`src/rtl/keypad_pkg.sv`:
```
// Shared state encoding, default sizing and counter-width helper for the keypad debouncer.
package keypad_pkg;

    typedef enum logic [1:0] {
        IDLE,
        PRESS_WAIT,
        HELD,
        RELEASE_WAIT
    } state_t;

    localparam int DEF_CODE_W          = 8;
    localparam int DEF_DEBOUNCE_CYCLES = 50000;
    localparam int DEF_REPEAT_DELAY    = 24000000;
    localparam int DEF_REPEAT_PERIOD   = 6000000;

    function automatic int cnt_width(input int n);
        return $clog2(n + 1);
    endfunction

endpackage

```
`src/rtl/keypad_debounce_stable_timer.sv`:
```
// Saturating up-counter; o_done flags the enabled edge on which the count reaches i_target.
module stable_timer
    import keypad_pkg::*;
#(
    parameter int MAX = 1,
    parameter int W   = cnt_width(MAX)
) (
    input  logic         clk,
    input  logic         reset,
    input  logic         i_clr,
    input  logic         i_en,
    input  logic [W-1:0] i_target,
    output logic         o_done
);

    logic [W-1:0] r_cnt;
    logic [W:0]   w_next;

    assign w_next = {1'b0, r_cnt} + {{W{1'b0}}, 1'b1};
    assign o_done = i_en && (w_next == {1'b0, i_target});

    always_ff @(posedge clk or negedge reset) begin
        if (!reset) begin
            r_cnt <= '0;
        end else if (i_clr) begin
            r_cnt <= '0;
        end else if (i_en && (r_cnt != W'(MAX))) begin
            r_cnt <= w_next[W-1:0];
        end
    end

endmodule

```
`src/rtl/keypad_debounce.sv`:
```
// Keypad debouncer with press/release event FSM.
// Optional auto-repeat while held: define KEYPAD_AUTOREPEAT_EN.
module keypad_debounce
    import keypad_pkg::*;
#(
    parameter int CODE_W          = DEF_CODE_W,
    parameter int DEBOUNCE_CYCLES = DEF_DEBOUNCE_CYCLES,
    parameter int REPEAT_DELAY    = DEF_REPEAT_DELAY,
    parameter int REPEAT_PERIOD   = DEF_REPEAT_PERIOD
) (
    input  logic              clk,
    input  logic              reset,
    input  logic [CODE_W-1:0] keypad_val,
    input  logic              button_on,
    output logic [CODE_W-1:0] no_bounce_keypad,
    output logic              key_valid,
    output logic              key_press,
    output logic              key_release
);

    localparam int W_DB = cnt_width(DEBOUNCE_CYCLES);

    if (DEBOUNCE_CYCLES < 1 || REPEAT_DELAY < 1 || REPEAT_PERIOD < 1) begin : g_bad_param
        $error("keypad_debounce: cycle parameters must be >= 1");
    end

    state_t            r_state;
    logic [CODE_W-1:0] r_cand;
    logic [CODE_W-1:0] r_code;
    logic              r_valid;
    logic              r_press;
    logic              r_release;

    logic w_same_cand;
    logic w_same_code;
    logic w_db_clr;
    logic w_db_en;
    logic w_db_done;
    logic w_rpt_done;

    assign w_same_cand = button_on && (keypad_val == r_cand);
    assign w_same_code = button_on && (keypad_val == r_code);

    // The debounce count only advances on stable samples; any other edge restarts it.
    always_comb begin
        w_db_clr = 1'b1;
        w_db_en  = 1'b0;
        case (r_state)
            PRESS_WAIT: begin
                if (w_same_cand) begin
                    w_db_clr = 1'b0;
                    w_db_en  = 1'b1;
                end
            end
            RELEASE_WAIT: begin
                if (!w_same_code) begin
                    w_db_clr = 1'b0;
                    w_db_en  = 1'b1;
                end
            end
            default: ;
        endcase
    end

    stable_timer #(.MAX(DEBOUNCE_CYCLES)) u_db_timer (
        .clk      (clk),
        .reset    (reset),
        .i_clr    (w_db_clr),
        .i_en     (w_db_en),
        .i_target (W_DB'(DEBOUNCE_CYCLES)),
        .o_done   (w_db_done)
    );

`ifdef KEYPAD_AUTOREPEAT_EN
    localparam int RPT_MAX = (REPEAT_DELAY > REPEAT_PERIOD) ? REPEAT_DELAY : REPEAT_PERIOD;
    localparam int W_RPT   = cnt_width(RPT_MAX);

    logic             r_rpt_first;
    logic             w_rpt_en;
    logic [W_RPT-1:0] w_rpt_target;

    // Restarts on every entry to HELD and after each repeat strobe.
    assign w_rpt_en     = (r_state == HELD) && w_same_code;
    assign w_rpt_target = r_rpt_first ? W_RPT'(REPEAT_DELAY) : W_RPT'(REPEAT_PERIOD);

    stable_timer #(.MAX(RPT_MAX)) u_rpt_timer (
        .clk      (clk),
        .reset    (reset),
        .i_clr    (!w_rpt_en || w_rpt_done),
        .i_en     (w_rpt_en),
        .i_target (w_rpt_target),
        .o_done   (w_rpt_done)
    );
`else
    assign w_rpt_done = 1'b0;
`endif

    always_ff @(posedge clk or negedge reset) begin
        if (!reset) begin
            r_state   <= IDLE;
            r_cand    <= '0;
            r_code    <= '0;
            r_valid   <= 1'b0;
            r_press   <= 1'b0;
            r_release <= 1'b0;
`ifdef KEYPAD_AUTOREPEAT_EN
            r_rpt_first <= 1'b1;
`endif
        end else begin
            r_press   <= 1'b0;
            r_release <= 1'b0;
`ifdef KEYPAD_AUTOREPEAT_EN
            if (r_state != HELD) r_rpt_first <= 1'b1;
            else if (w_rpt_done) r_rpt_first <= 1'b0;
`endif
            case (r_state)
                IDLE: begin
                    if (button_on) begin
                        r_cand  <= keypad_val;
                        r_state <= PRESS_WAIT;
                    end
                end
                PRESS_WAIT: begin
                    if (!button_on) begin
                        r_state <= IDLE;
                    end else if (keypad_val != r_cand) begin
                        r_cand <= keypad_val;
                    end else if (w_db_done) begin
                        r_state <= HELD;
                        r_code  <= r_cand;
                        r_valid <= 1'b1;
                        r_press <= 1'b1;
                    end
                end
                HELD: begin
                    // A different code while held counts as a release (rollover).
                    if (!w_same_code) r_state <= RELEASE_WAIT;
                    else if (w_rpt_done) r_press <= 1'b1;
                end
                RELEASE_WAIT: begin
                    if (w_same_code) begin
                        r_state <= HELD;
                    end else if (w_db_done) begin
                        r_state   <= IDLE;
                        r_valid   <= 1'b0;
                        r_release <= 1'b1;
                    end
                end
                default: r_state <= IDLE;
            endcase
        end
    end

    assign no_bounce_keypad = r_code;
    assign key_valid        = r_valid;
    assign key_press        = r_press;
    assign key_release      = r_release;

endmodule

```
`config.mk`:
```
export PLATFORM = sky130hd
export DESIGN_NAME = keypad_debounce
export DESIGN_NICKNAME = d
export VERILOG_FILES = /design/src/rtl/keypad_pkg.sv /design/src/rtl/keypad_debounce_stable_timer.sv /design/src/rtl/keypad_debounce.sv
export SDC_FILE = /design/constraint.sdc
export NUM_CORES = 1
export LEC_CHECK = 0
export ABC_AREA = 1
export ABC_CLOCK_PERIOD_IN_PS = 5750
export BUFFER_PORTS_ARGS = -buffer_cell sky130_fd_sc_hd__buf_2
export CORE_MARGIN = 4
export CORE_UTILIZATION = 45
export CTS_BUF_LIST = sky130_fd_sc_hd__clkbuf_2
export DETAILED_ROUTE_END_ITERATION = 7
export SLEW_MARGIN = 20
export SYNTH_ARGS = -nofsm -noshare
export SYNTH_HDL_FRONTEND = slang
export SYNTH_SLANG_ARGS = --single-unit
```
`constraint.sdc`:
```
create_clock -name clk -period 5.75 [get_ports clk]
set_input_delay 0.575 -clock clk [delete_from_list [all_inputs] [get_ports clk]]
set_output_delay 0.575 -clock clk [all_outputs]
set_load 0.02 [all_outputs]
```
==> metrics.md, run 1 <==
| Metric | Value |
|---|---|
| Status | complete, no violations |
| WP data required | 6.03 ns |
| Initial Util | 46.7% |
| Yosys cell types | 32 |
| # setup viols final | 0 |
| Peak VDD IR | 0.117 mV |
| H-tree depth | 2 |
| Max Transition Viols Final | 0 |
| Clk_lat worst skew | 0.38 ns |
| Critical path type | flip-flop to flip-flop |
| WL/cell | 11.9 um |
| Switching Fraction | 38.3% |
| Clock sinks | 37 |
| # hold bufs at CTS | 0 |
| Clock buffer depth | 2 |
| IO Pins | 22 |
| # port buffers | 21 |
| Root Buffer | clkbuf_2 |
| Via density | 4.86 |
| Placed cells | 431 |
| Area grow syn2layout | 8.55% |
| Logic pwr share | 28.2% |
| Largest net degree at the start of global routing | 38 |
| Period minus WS final | 2.14 ns |
| CTS tree | done |
| Top delay family on crit path | simple AND/OR/NAND/NOR gates |
| CP Cell Sequence | ha_1 -> nand2_1 -> nor2_4 -> nand2_1 -> nand2_1 -> nand2_1 -> nor3_2 -> nand3_2 -> nor2_4 -> nand2_4 -> nand2_1 -> o21ai_2 |
| Iter 0 DRT Violations | 72 |
| Layout cells sized above 1 | 17.7% |
| Critical-path maximum fanout | 17 |
| Class of the worst hold path | input port to asynchronous set/reset pin |
| Buffers & Inverters on Critical Path | 0 |
| Pre-antenna DRT Iters | 4 |
| Clk slew on worst S/H paths | 0.19 ns |
| Yosys warning total | 0 |
| Post_cts resized | 0 |
| Setup_tns | 0 ns |
| Slew HR | 44.1% |
| Max Cap Viol | 0 |
| Most common cell on crit path | nand2_1 |
| PwrDens | 236 nW/um2 |
| Mean Syn Cell Area | 6.95 um2 |
| Internal | 377 uW |
| Crit end category | flip-flop |
| Die height | 80.8 um |
| Placer Congestion | 0.801 |
| Hpwl dp | 4020 um |
| Most common flop cell mapped by yosys | dfrtp_1 |
| N_diodes | 0 |
| RSZ-0062 raised after global routing | false |
| Fmax | 0.468 GHz |
| Clock Skews | 0.0184 ns |
| Worst hold margin | 0.266 ns |
| Num CTS Buffers | 5 |
| Final core occ | 50.7% |
| Startpoint types | flip-flop |
| DR vias | 2123 |
| Gr ovfl total | 0 |
| Post-Synthesis Cells | 343 |
| Die ar. | 6530 um2 |
| P_sw | 234 uW |
| First-pass GRT wire length | 9000 um |
| Synthesized cell area | 2380 um2 |
| Drc violations | 0 |
| Post-Route WL | 5180 um |
| Syn nets | 356 |
| Slowest CP cell | dfrtp_1 |
| Flop pwr share | 54.1% |
| Nets | 381 |
| Worst slew pin tran | 0.838 ns |
| Total Routing Usage GR | 17.7% |
| Most frequent cells in the layout | nand2_1, inv_1, nor2_1 |
| Core Rows | 26 |
| Hold Fails Final Rpt | 0 |
| Antenna viol nets, final | 0 |
| Final worst path period share | 37.2% |
| Yosys reg bits | 37 |
| Sequential area share after synthesis | 38.8% |
| EDFF count, synth | 0 |
| Asr flop ratio synth | 100% |
| Crit path arrival time | 2.41 ns |
| Crit-path max cell delay | 0.44 ns |
| Setup Fix Bufs, Post-CTS | 0 |
| Initial antenna violation count | 0 |
| Core area | 5110 um2 |
| Vias in the first global route | 2012 |
| Layout Cells excl Fill | 437 |
| Leak | 0.00129 uW |
| Leading cell type in the layout, fill and taps excluded | nand2_1 |
| Die width | 80.8 um |
| Clk pwr share | 17.7% |
path summary, 6_finish.rpt:
| path | start | slack (ns) | to | depth (start not counted) |
|---|---|---|---|---|
| worst max-delay path | u_db_timer.r_cnt[1]$_DFFE_PN0P_ | 3.61 | no_bounce_keypad[6]$_DFFE_PN0P_ | 12 |
| min in group clk | keypad_val[4] | 0.46 | r_cand[4]$_DFFE_PN0P_ | 3 |
| worst min-delay path | reset | 0.27 | u_db_timer.r_cnt[7]$_DFFE_PN0P_ | 1 |
| max in group asynchronous | reset | 4.95 | r_cand[3]$_DFFE_PN0P_ | 1 |
| worst max register to register | u_db_timer.r_cnt[1]$_DFFE_PN0P_ | 3.61 | no_bounce_keypad[6]$_DFFE_PN0P_ | 12 |
| worst min register to register | key_valid$_DFFE_PN0P_ | 0.52 | key_valid$_DFFE_PN0P_ | 2 |
metrics by stage:
step           total power, uW  worst slack (ns)  cell area, um2
3_3_place_gp               510              3.59            2560
5_1_grt                    666              3.39            2590
2_1_floorplan              463              3.87            2380
6_report                   611              3.61            2590
3_5_place_dp               509              3.55            2560
4_1_cts                    621              3.59            2590
registers in the layout, indices dropped and copies added (netlist names):
| name | cells |
|---|---|
| u_db_timer.r_cnt | 16 |
| no_bounce_keypad | 8 |
| key_valid | 1 |
| r_state | 2 |
| key_release | 1 |
| r_cand | 8 |
| key_press | 1 |
power by group through the flow:
stage          logic (uW)  clock network (uW)  registers [uW]
2_1_floorplan         137                   0             326
3_3_place_gp          175                   0             335
3_5_place_dp          175                   0             334
4_1_cts               175                 116             330
5_1_grt               203                 126             336
6_report              172                 108             330
metal layers:
metal | global-route usage [%] | vias up | part of all wire, %
met5 | 0 | - | 0
met4 | 4.05 | 0 | 1.1
met3 | 3.55 | 5 | 3.5
met2 | 32.5 | 33 | 50
met1 | 21.2 | 966 | 45
li1 | - | 1119 | -
cells by family (layout without fill, tap and decap cells):
logic type	Yosys count	after routing	share of synthesized area, %
simple gates	209	209	40.7
xor+xnor	4	4	1.47
buf+inv	60	84	9.76
fa+ha+maj	2	2	1.05
flops	37	37	38.8
compound gates	31	31	8.24
worst reg2reg max path: stages (launching register included):
cell     delay (ns)
dfrtp_1        0.44
ha_1           0.21
nand2_1        0.11
nor2_4         0.19
nand2_1        0.10
nand2_1        0.06
nand2_1        0.12
nor3_2         0.21
nand3_2        0.13
nor2_4         0.12
nand2_4        0.16
nand2_1        0.12
o21ai_2        0.05
synthesized netlist by cell type (2+ instances only):
library cell    n  share of area [%]
o21ai_0        13                2.7
nand2_2         8                2.1
nor3_1          4               0.84
dfrtp_1        37                 39
o21ai_1         2               0.42
nor2_4          5                2.4
nand2_4         2               0.94
nand3_1        20                4.2
nor2_1         38                6.0
o21ai_2         8                2.9
inv_1          50                7.9
a21oi_1         5                1.0
nor2_2          5                1.3
nand4_1        15                3.9
nand2_1       105                 17
xor2_1          4                1.5
ha_1            2                1.0
inv_2           6               0.94
area by class of cell:
cell class / count / area (um2)
clock inverter: 1 / 5.00
fill: 532 / 2520
tap: 70 / 87.6
inverter: 57 / 214
timing repair buffer: 21 / 105
sequential: 37 / 926
clock buffer: 5 / 25.0
multi-input combinational: 246 / 1230
No activity file was read; power rests on OpenSTA's default activity.
==> run 2: changes to the inputs <==
--- a/config.mk
+++ b/config.mk
@@ -5,8 +5,8 @@
 export SDC_FILE = /design/constraint.sdc
 export NUM_CORES = 1
 export LEC_CHECK = 0
-export ABC_AREA = 1
-export ABC_CLOCK_PERIOD_IN_PS = 5750
+export ABC_AREA = 0
+export ABC_CLOCK_PERIOD_IN_PS = 2120
 export BUFFER_PORTS_ARGS = -buffer_cell sky130_fd_sc_hd__buf_2
 export CORE_MARGIN = 4
 export CORE_UTILIZATION = 45
==> constraint.sdc (replaced) <==
create_clock -name clk -period 2.12 [get_ports clk]
set_input_delay 0.212 -clock clk [delete_from_list [all_inputs] [get_ports clk]]
set_output_delay 0.212 -clock clk [all_outputs]
set_load 0.02 [all_outputs]
==> run 2 against run 1 <==
The flow now finishes with violations (negative setup slack). Largest cell class unchanged. Clock skew up 0.0015 ns. Largest power group unchanged. Design area rose by 5.8%. Worst setup slack got worse by 3.8 ns. Clock power grew to 2.9 times the previous value. Critical path depth down 3. Total power increased by 89%. Global-route usage up 0.85 points.
==> metrics.md, run 2 <==
| Metric | Value |
|---|---|
| Yosys warning total | 0 (unchanged) |
| Cell Area, Placed | 2440 um2 (was 2560 um2) |
| Commonest cells post-synth | dfrtp_1, nor2_1, xnor2_1 (was nand2_1, inv_1, nor2_1) |
| Num CTS Buffers | 5 (unchanged) |
| Crit path arrival time | 2.55 ns (was 2.41 ns) |
| Slew HR | 43.9% (was 44.1%) |
| Clk_lat worst skew | 0.37 ns (was 0.38 ns) |
| R2r startpoint | u_db_timer.r_cnt[1]$_DFFE_PN0P_ (unchanged) |
| Worst r2r path cells | 9 (was 12) |
| Status | finished with violations (was complete, no violations) |
| Cell with the most instances after synthesis | dfrtp_1 (was nand2_1) |
| Reg2Reg Setup Slack | -0.15 ns (was 3.61 ns) |
| Placer Congestion | 0.785 (was 0.801) |
| Synthesized cell area | 2030 um2 (was 2380 um2) |
| Hold Fails Final Rpt | 0 (unchanged) |
| RSZ-0062 raised after global routing | true (was false) |
| Die height | 75.1 um (was 80.8 um) |
| Die ar. | 5640 um2 (was 6530 um2) |
| CTS tree | done (unchanged) |
| Place WS | -0.180 ns (was 3.55 ns) |
| Min-delay src | keypad_val[6] |
| Fill cells | 364 (was 532) |
| Synth top area cells | dfrtp_1, xnor2_1, mux2_2 (was dfrtp_1, nand2_1, inv_1) |
| Iter 0 DRT Violations | 55 (was 72) |
| Pre-antenna DRT Iters | 4 (unchanged) |
| Nets | 273 (was 381) |
| EDFF count, synth | 0 (unchanged) |
| Hold EP | r_cand[6]$_DFFE_PN0P_ |
| Yosys reg bits | 37 (unchanged) |
| Area grow syn2layout | 35.1% (was 8.55%) |
| Leading cell type in the layout, fill and taps excluded | buf_4 (was nand2_1) |
| Post-Synthesis Cells | 194 (was 343) |
| Initial Util | 46.6% (was 46.7%) |
| Total Routing Usage GR | 18.5% (was 17.7%) |
| Fmax | 0.441 GHz (was 0.468 GHz) |
| WL/cell | 15.7 um (was 11.9 um) |
| Worst hold margin | 0.102 ns (was 0.266 ns) |
| Largest net degree at the start of global routing | 38 (unchanged) |
| Max Transition Viols Final | 0 (unchanged) |
| Post-Route WL | 4910 um (was 5180 um) |
| Most common flop cell mapped by yosys | dfrtp_1 (unchanged) |
| Initial antenna violation count | 0 (unchanged) |
| Dominant cell type by area after synthesis | dfrtp_1 (unchanged) |
| Critical path type | flip-flop to flip-flop (unchanged) |
| Max reg flops | 16 (unchanged) |
| Setup_tns | -1.10 ns (was 0 ns) |
| Period minus WS final | 2.27 ns (was 2.14 ns) |
| PwrDens | 422 nW/um2 (was 236 nW/um2) |
| Vias in the first global route | 1796 (was 2012) |
| DR vias | 1682 (was 2123) |
| Startpoint types | flip-flop (unchanged) |
| Die width | 75.1 um (was 80.8 um) |
| Crit end category | flip-flop (unchanged) |
| Clock buffer depth | 2 (unchanged) |
| Clock sinks | 37 (unchanged) |
| Root Buffer | clkbuf_2 (unchanged) |
| First-pass GRT wire length | 7910 um (was 9000 um) |
| Layout cells sized above 1 | 45.6% (was 17.7%) |
| Hpwl dp | 3330 um (was 4020 um) |
| Critical-path maximum fanout | 5 (was 17) |
| Core area | 4350 um2 (was 5110 um2) |
| WP data required | 2.40 ns (was 6.03 ns) |
| Clock Skews | 0.0198 ns (was 0.0184 ns) |
| Final worst path period share | 107% (was 37.2%) |
| Max Cap Viol | 0 (unchanged) |
| # setup viols final | 10 (was 0) |
| Asr flop ratio synth | 100% (unchanged) |
| Top-area cell type share of the netlist area | 45.7% (was 38.8%) |
| Worst slew pin tran | 0.841 ns (was 0.838 ns) |
| H-tree depth | 2 (unchanged) |
| Class of the worst hold path | input port to flip-flop (was input port to asynchronous set/reset pin) |
| Largest reg by FF count | u_db_timer.r_cnt (unchanged) |
| # port buffers | 21 (unchanged) |
| Via density | 5.37 (was 4.86) |
| IO Pins | 22 (unchanged) |
| Post-route cell area | 2740 um2 (was 2590 um2) |
| Worst Hold Depth | 2 |
| Clk slew on worst S/H paths | 0.20 ns (was 0.19 ns) |
| Sequential area share after synthesis | 45.7% (was 38.8%) |
| RR Endpoint | no_bounce_keypad[7]$_DFFE_PN0P_ (was no_bounce_keypad[6]$_DFFE_PN0P_) |
| Syn nets | 207 (was 356) |
| Drc violations | 0 (unchanged) |
| Failing checks | negative setup slack |
| Gr ovfl total | 0 (unchanged) |
| Core Rows | 24 (was 26) |
| Worst setup margin | -0.149 ns (was 3.61 ns) |
| Most frequent cells in the layout | buf_4, dfrtp_1, nor2_1 (was nand2_1, inv_1, nor2_1) |
| Leak | 0.00121 uW (was 0.00129 uW) |
| Antenna viol nets, final | 0 (unchanged) |
| Peak VDD IR | 0.187 mV (was 0.117 mV) |
| Yosys cell types | 39 (was 32) |
| Mean Syn Cell Area | 10.4 um2 (was 6.95 um2) |
| N_diodes | 0 (unchanged) |
-- run 2: layout make-up --
class	instances	area [um2]	area share [%]
flip-flops and latches	37	933	34.1
well taps	52	65.1	2.38
clock buffers	6	30.0	1.10
multi-input cells	148	1230	44.8
repair buffers	64	457	16.7
inverters	4	15.0	0.548
clock inverters	2	10.0	0.366
-- run 2: cells by family (layout without fill, tap and decap cells) --
family,Yosys count,after routing,share of synthesized area (%)
simple gates,87,88,24.9
fa+ha+maj,2,2,1.23
buf+inv,10,76,1.97
xor+xnor,30,30,13.0
mux,18,18,9.94
compound gates,10,10,3.33
flops,37,37,45.7
-- run 2: worst max-delay path by stage --
| stage | start | to | slack (ns) |
|---|---|---|---|
| final | u_db_timer.r_cnt[1]$_DFFE_PN0P_ | no_bounce_keypad[7]$_DFFE_PN0P_ | -0.15 |
| after global placement | u_db_timer.r_cnt[3]$_DFFE_PN0P_ | key_valid$_DFFE_PN0P_ | -0.12 |
| after floorplan | u_db_timer.r_cnt[4]$_DFFE_PN0P_ | no_bounce_keypad[0]$_DFFE_PN0P_ | 0.002 |
| after detailed placement | u_db_timer.r_cnt[3]$_DFFE_PN0P_ | no_bounce_keypad[3]$_DFFE_PN0P_ | -0.18 |
| after global routing | u_db_timer.r_cnt[0]$_DFFE_PN0P_ | r_state[1]$_DFFE_PN0P_ | -0.24 |
| after CTS | u_db_timer.r_cnt[0]$_DFFE_PN0P_ | no_bounce_keypad[7]$_DFFE_PN0P_ | -0.16 |
-- run 2: routing by layer --
metal	up-vias	track usage, %	wire length (um)
li1	818	-	-
met4	0	5.93	98
met1	827	19.4	1890
met2	27	36.2	2770
met5	-	0	0
met3	10	3.87	151
-- run 2: worst max-delay path, stage by stage, from the launching register on --
cell	delay, ns
dfrtp_2	0.46
buf_6	0.12
and4b_1	0.24
a21oi_2	0.04
or3_4	0.38
buf_6	0.13
nor4_4	0.13
buf_4	0.19
nand4_4	0.14
mux2_4	0.36
-- run 2: where the power goes --
group	internal, uW	switching (uW)
clock network	83.1	231
registers	723	15.2
logic	48.3	56.0
total	854	302
-- run 2: through the flow --
| stage | instances | power, uW | utilization [%] |
|---|---|---|---|
| 4_1_cts | 310 | 1170 | 60.9 |
| 2_1_floorplan | 194 | 807 | - |
| 3_3_place_gp | 292 | 849 | 56.1 |
| 6_report | 313 | 1160 | 62.9 |
| 5_1_grt | 313 | 1210 | 62.9 |
| 3_5_place_dp | 292 | 853 | 56.1 |
-- run 2: timing repair --
item                       4_1_cts  5_1_grt
gates resized for setup         20       15
pin swaps                       11        7
hold buffers                     1        0
setup buffers                    8        4
hold endpoints to repair        37        0
setup endpoints to repair       11       23
gates cloned                     1        0
==> run 3: changes to the inputs <==
--- a/config.mk
+++ b/config.mk
@@ -6,7 +6,7 @@
 export NUM_CORES = 1
 export LEC_CHECK = 0
 export ABC_AREA = 0
-export ABC_CLOCK_PERIOD_IN_PS = 2120
+export ABC_CLOCK_PERIOD_IN_PS = 2140
 export BUFFER_PORTS_ARGS = -buffer_cell sky130_fd_sc_hd__buf_2
 export CORE_MARGIN = 4
 export CORE_UTILIZATION = 45
==> constraint.sdc (replaced) <==
create_clock -name clk -period 2.14 [get_ports clk]
set_input_delay 0.214 -clock clk [delete_from_list [all_inputs] [get_ports clk]]
set_output_delay 0.214 -clock clk [all_outputs]
set_load 0.02 [all_outputs]
==> run 3 against run 2 <==
Die area unchanged. Wire length down 8.3%. Design area down 4.8%. Sequential share of layout area up 1.4 points. Register-to-register slack better by 0.12 ns. Highest routed layer unchanged. Cell count down 2.6%. The flow still finishes with violations (negative setup slack). Worst hold slack better by 0.00083 ns. Sequential power down 0.9%. Combinational power about the same.
==> metrics.md, run 3 (same netlist as run 2, synthesis figures left out) <==
| Metric | Value |
|---|---|
| RSZ-0062 raised after global routing | true (unchanged) |
| Power, Total | 1150 uW (was 1160 uW) |
| Footprint of the multi-input gates | 1180 um2 (was 1230 um2) |
| Initial antenna violation count | 0 (unchanged) |
| Class of the worst hold path | input port to flip-flop (unchanged) |
| Final worst path period share | 102% (was 107%) |
| First-pass GRT wire length | 7420 um (was 7910 um) |
| Antenna viol nets, final | 0 (unchanged) |
| Max Transition Viols Final | 0 (unchanged) |
| Post-route cell area | 2610 um2 (was 2740 um2) |
| Failing checks | negative setup slack (unchanged) |
| Most frequent cells in the layout | dfrtp_1, buf_4, nor2_1 (was buf_4, dfrtp_1, nor2_1) |
| Iter 0 DRT Violations | 44 (was 55) |
| Met3 Use GR | 3.87% (unchanged) |
| Status | finished with violations (unchanged) |
| WP data required | 2.44 ns (was 2.40 ns) |
| Layout cells sized above 1 | 39.9% (was 45.6%) |
| Peak VDD IR | 0.223 mV (was 0.187 mV) |
| Worst Setup SP | u_db_timer.r_cnt[0]$_DFFE_PN0P_ (was u_db_timer.r_cnt[1]$_DFFE_PN0P_) |
| Crit path arrival time | 2.47 ns (was 2.55 ns) |
| Core area | 4350 um2 (unchanged) |
| Crit end category | flip-flop (unchanged) |
| WL/cell | 14.7 um (was 15.7 um) |
| Reg2Reg Setup Slack | -0.03 ns (was -0.15 ns) |
| Worst hold margin | 0.103 ns (was 0.102 ns) |
| Largest net degree at the start of global routing | 38 (unchanged) |
| Leading cell type in the layout, fill and taps excluded | dfrtp_1 (was buf_4) |
| Hold EP | r_cand[3]$_DFFE_PN0P_ (was r_cand[6]$_DFFE_PN0P_) |
| Vias in the first global route | 1677 (was 1796) |
| Startpoint types | flip-flop (unchanged) |
| R2r startpoint | u_db_timer.r_cnt[0]$_DFFE_PN0P_ (was u_db_timer.r_cnt[1]$_DFFE_PN0P_) |
| Post-Route WL | 4500 um (was 4910 um) |
| RR Endpoint | no_bounce_keypad[3]$_DFFE_PN0P_ (was no_bounce_keypad[7]$_DFFE_PN0P_) |
| Cell Area, Placed | 2400 um2 (was 2440 um2) |
| PwrDens | 441 nW/um2 (was 422 nW/um2) |
| Core Rows | 24 (unchanged) |
| DR vias | 1593 (was 1682) |
| Placer Congestion | 0.814 (was 0.785) |
| Leak | 0.00116 uW (was 0.00121 uW) |
| Worst Hold Depth | 2 (unchanged) |
| Gr ovfl total | 0 (unchanged) |
| Clk slew on worst S/H paths | 0.19 ns (was 0.20 ns) |
| # setup viols final | 10 (unchanged) |
| # port buffers | 21 (unchanged) |
| Drc violations | 0 (unchanged) |
| Clock buffer depth | 2 (unchanged) |
| Max Cap Viol | 0 (unchanged) |
| Clock sinks | 37 (unchanged) |
| Fmax | 0.460 GHz (was 0.441 GHz) |
| Hold Fails Final Rpt | 0 (unchanged) |
| Met2 global-route usage | 33.4% (was 36.2%) |
| CTS tree | done (unchanged) |
| Total Routing Usage GR | 17.6% (was 18.5%) |
| GR met1 Demand/Resource | 19.2% (was 19.4%) |
| Hpwl dp | 3280 um (was 3330 um) |
| Max reg flops | 16 (unchanged) |
| Die width | 75.1 um (unchanged) |
| Worst r2r path cells | 7 (was 9) |
| Via density | 5.22 (was 5.37) |
| IO Pins | 22 (unchanged) |
| Die height | 75.1 um (unchanged) |
| Min-delay src | keypad_val[3] (was keypad_val[6]) |
| Initial Util | 46.6% (unchanged) |
| Period minus WS final | 2.17 ns (was 2.27 ns) |
| Most used routing layer | met2 (unchanged) |
| Largest reg by FF count | u_db_timer.r_cnt (unchanged) |
| Slew HR | 44.7% (was 43.9%) |
| FF/Latch Area | 926 um2 (was 933 um2) |
| Worst slew pin tran | 0.830 ns (was 0.841 ns) |
| Clk_lat worst skew | 0.38 ns (was 0.37 ns) |
| Die ar. | 5640 um2 (unchanged) |
| Pre-antenna DRT Iters | 4 (unchanged) |
| Clock Skews | 0.0129 ns (was 0.0198 ns) |
| Nets | 265 (was 273) |
| H-tree depth | 2 (unchanged) |
| Area grow syn2layout | 28.6% (was 35.1%) |
| N_diodes | 0 (unchanged) |
| Root Buffer | clkbuf_2 (unchanged) |
| Worst setup margin | -0.0330 ns (was -0.149 ns) |
| Fill cells | 382 (was 364) |
| Critical path type | flip-flop to flip-flop (unchanged) |
| Num CTS Buffers | 5 (unchanged) |
| Critical-path maximum fanout | 5 (unchanged) |
==> run 3: cell types whose count changed in the layout (fill, tap and decap cells not counted), moves of 2 or more <==
cell,previous run,this run
dfrtp_1,31,37
buf_6,7,2
a21oi_1,1,3
buf_4,35,32
a21oi_2,2,0
dfrtp_2,6,0
nor3_2,2,4
==> run 3: final cells by class <==
class / instances / share of cell area (%)
multi-input combinational: 148 / 45.4
timing repair buffer: 56 / 14.5
tap: 52 / 2.50
clock buffer: 6 / 1.15
inverter: 4 / 0.576
sequential: 37 / 35.5
clock inverter: 2 / 0.384
==> run 3: where the power goes <==
group          total, uW  internal [uW]  switching [uW]
clock network        316           82.3             233
registers            731            716            14.4
logic                103           47.5            55.7
total               1150            846             304
==> run 3: worst max-delay path by stage <==
stage	to	slack [ns]	depth (start not counted)
3_3_place_gp	no_bounce_keypad[0]$_DFFE_PN0P_	-0.06	7
4_1_cts	no_bounce_keypad[1]$_DFFE_PN0P_	-0.05	7
5_1_grt	no_bounce_keypad[5]$_DFFE_PN0P_	-0.16	9
3_5_place_dp	no_bounce_keypad[1]$_DFFE_PN0P_	-0.14	7
6_report	no_bounce_keypad[3]$_DFFE_PN0P_	-0.03	7
2_1_floorplan	no_bounce_keypad[0]$_DFFE_PN0P_	0.001	7
==> run 3: per-layer routing <==
layer / routed length [um] / up-vias / share of wire (%)
met1: 1840 / 766 / 41
li1: - / 794 / -
met2: 2470 / 27 / 55
met5: 0 / - / 0
met3: 135 / 6 / 3.0
met4: 53 / 0 / 1.2
==> run 3: what timing repair did <==
| item | in CTS | in global routing |
|---|---|---|
| hold buffers | 1 | 0 |
| pin swaps | 4 | 1 |
| endpoints found under the hold margin | 37 | 0 |
| resized for setup | 12 | 6 |
| gates cloned | 1 | 0 |
| endpoints found under the setup margin | 11 | 23 |
| buffers inserted | 6 | 1 |
==> run 3: worst max-delay path, cell delays in order, from the launching register on <==
cell and delay [ns]:
dfrtp_1 0.46, ha_2 0.25, nand4b_1 0.10, or3_4 0.37
nor4_4 0.24, buf_4 0.18, nand4_4 0.15, mux2_4 0.34
==> run 3: per-stage QoR <==
stage / setup TNS, ns / util (%) / worst slack, ns / cells
after global routing: -1.29 / 59.9 / -0.156 / 305
after floorplan: 0 / - / 0.00135 / 194
after CTS: -0.277 / 59.0 / -0.0471 / 304
after global placement: -0.533 / 55.1 / -0.0597 / 288
after detailed placement: -1.19 / 55.1 / -0.140 / 288
final: -0.209 / 59.9 / -0.0330 / 305
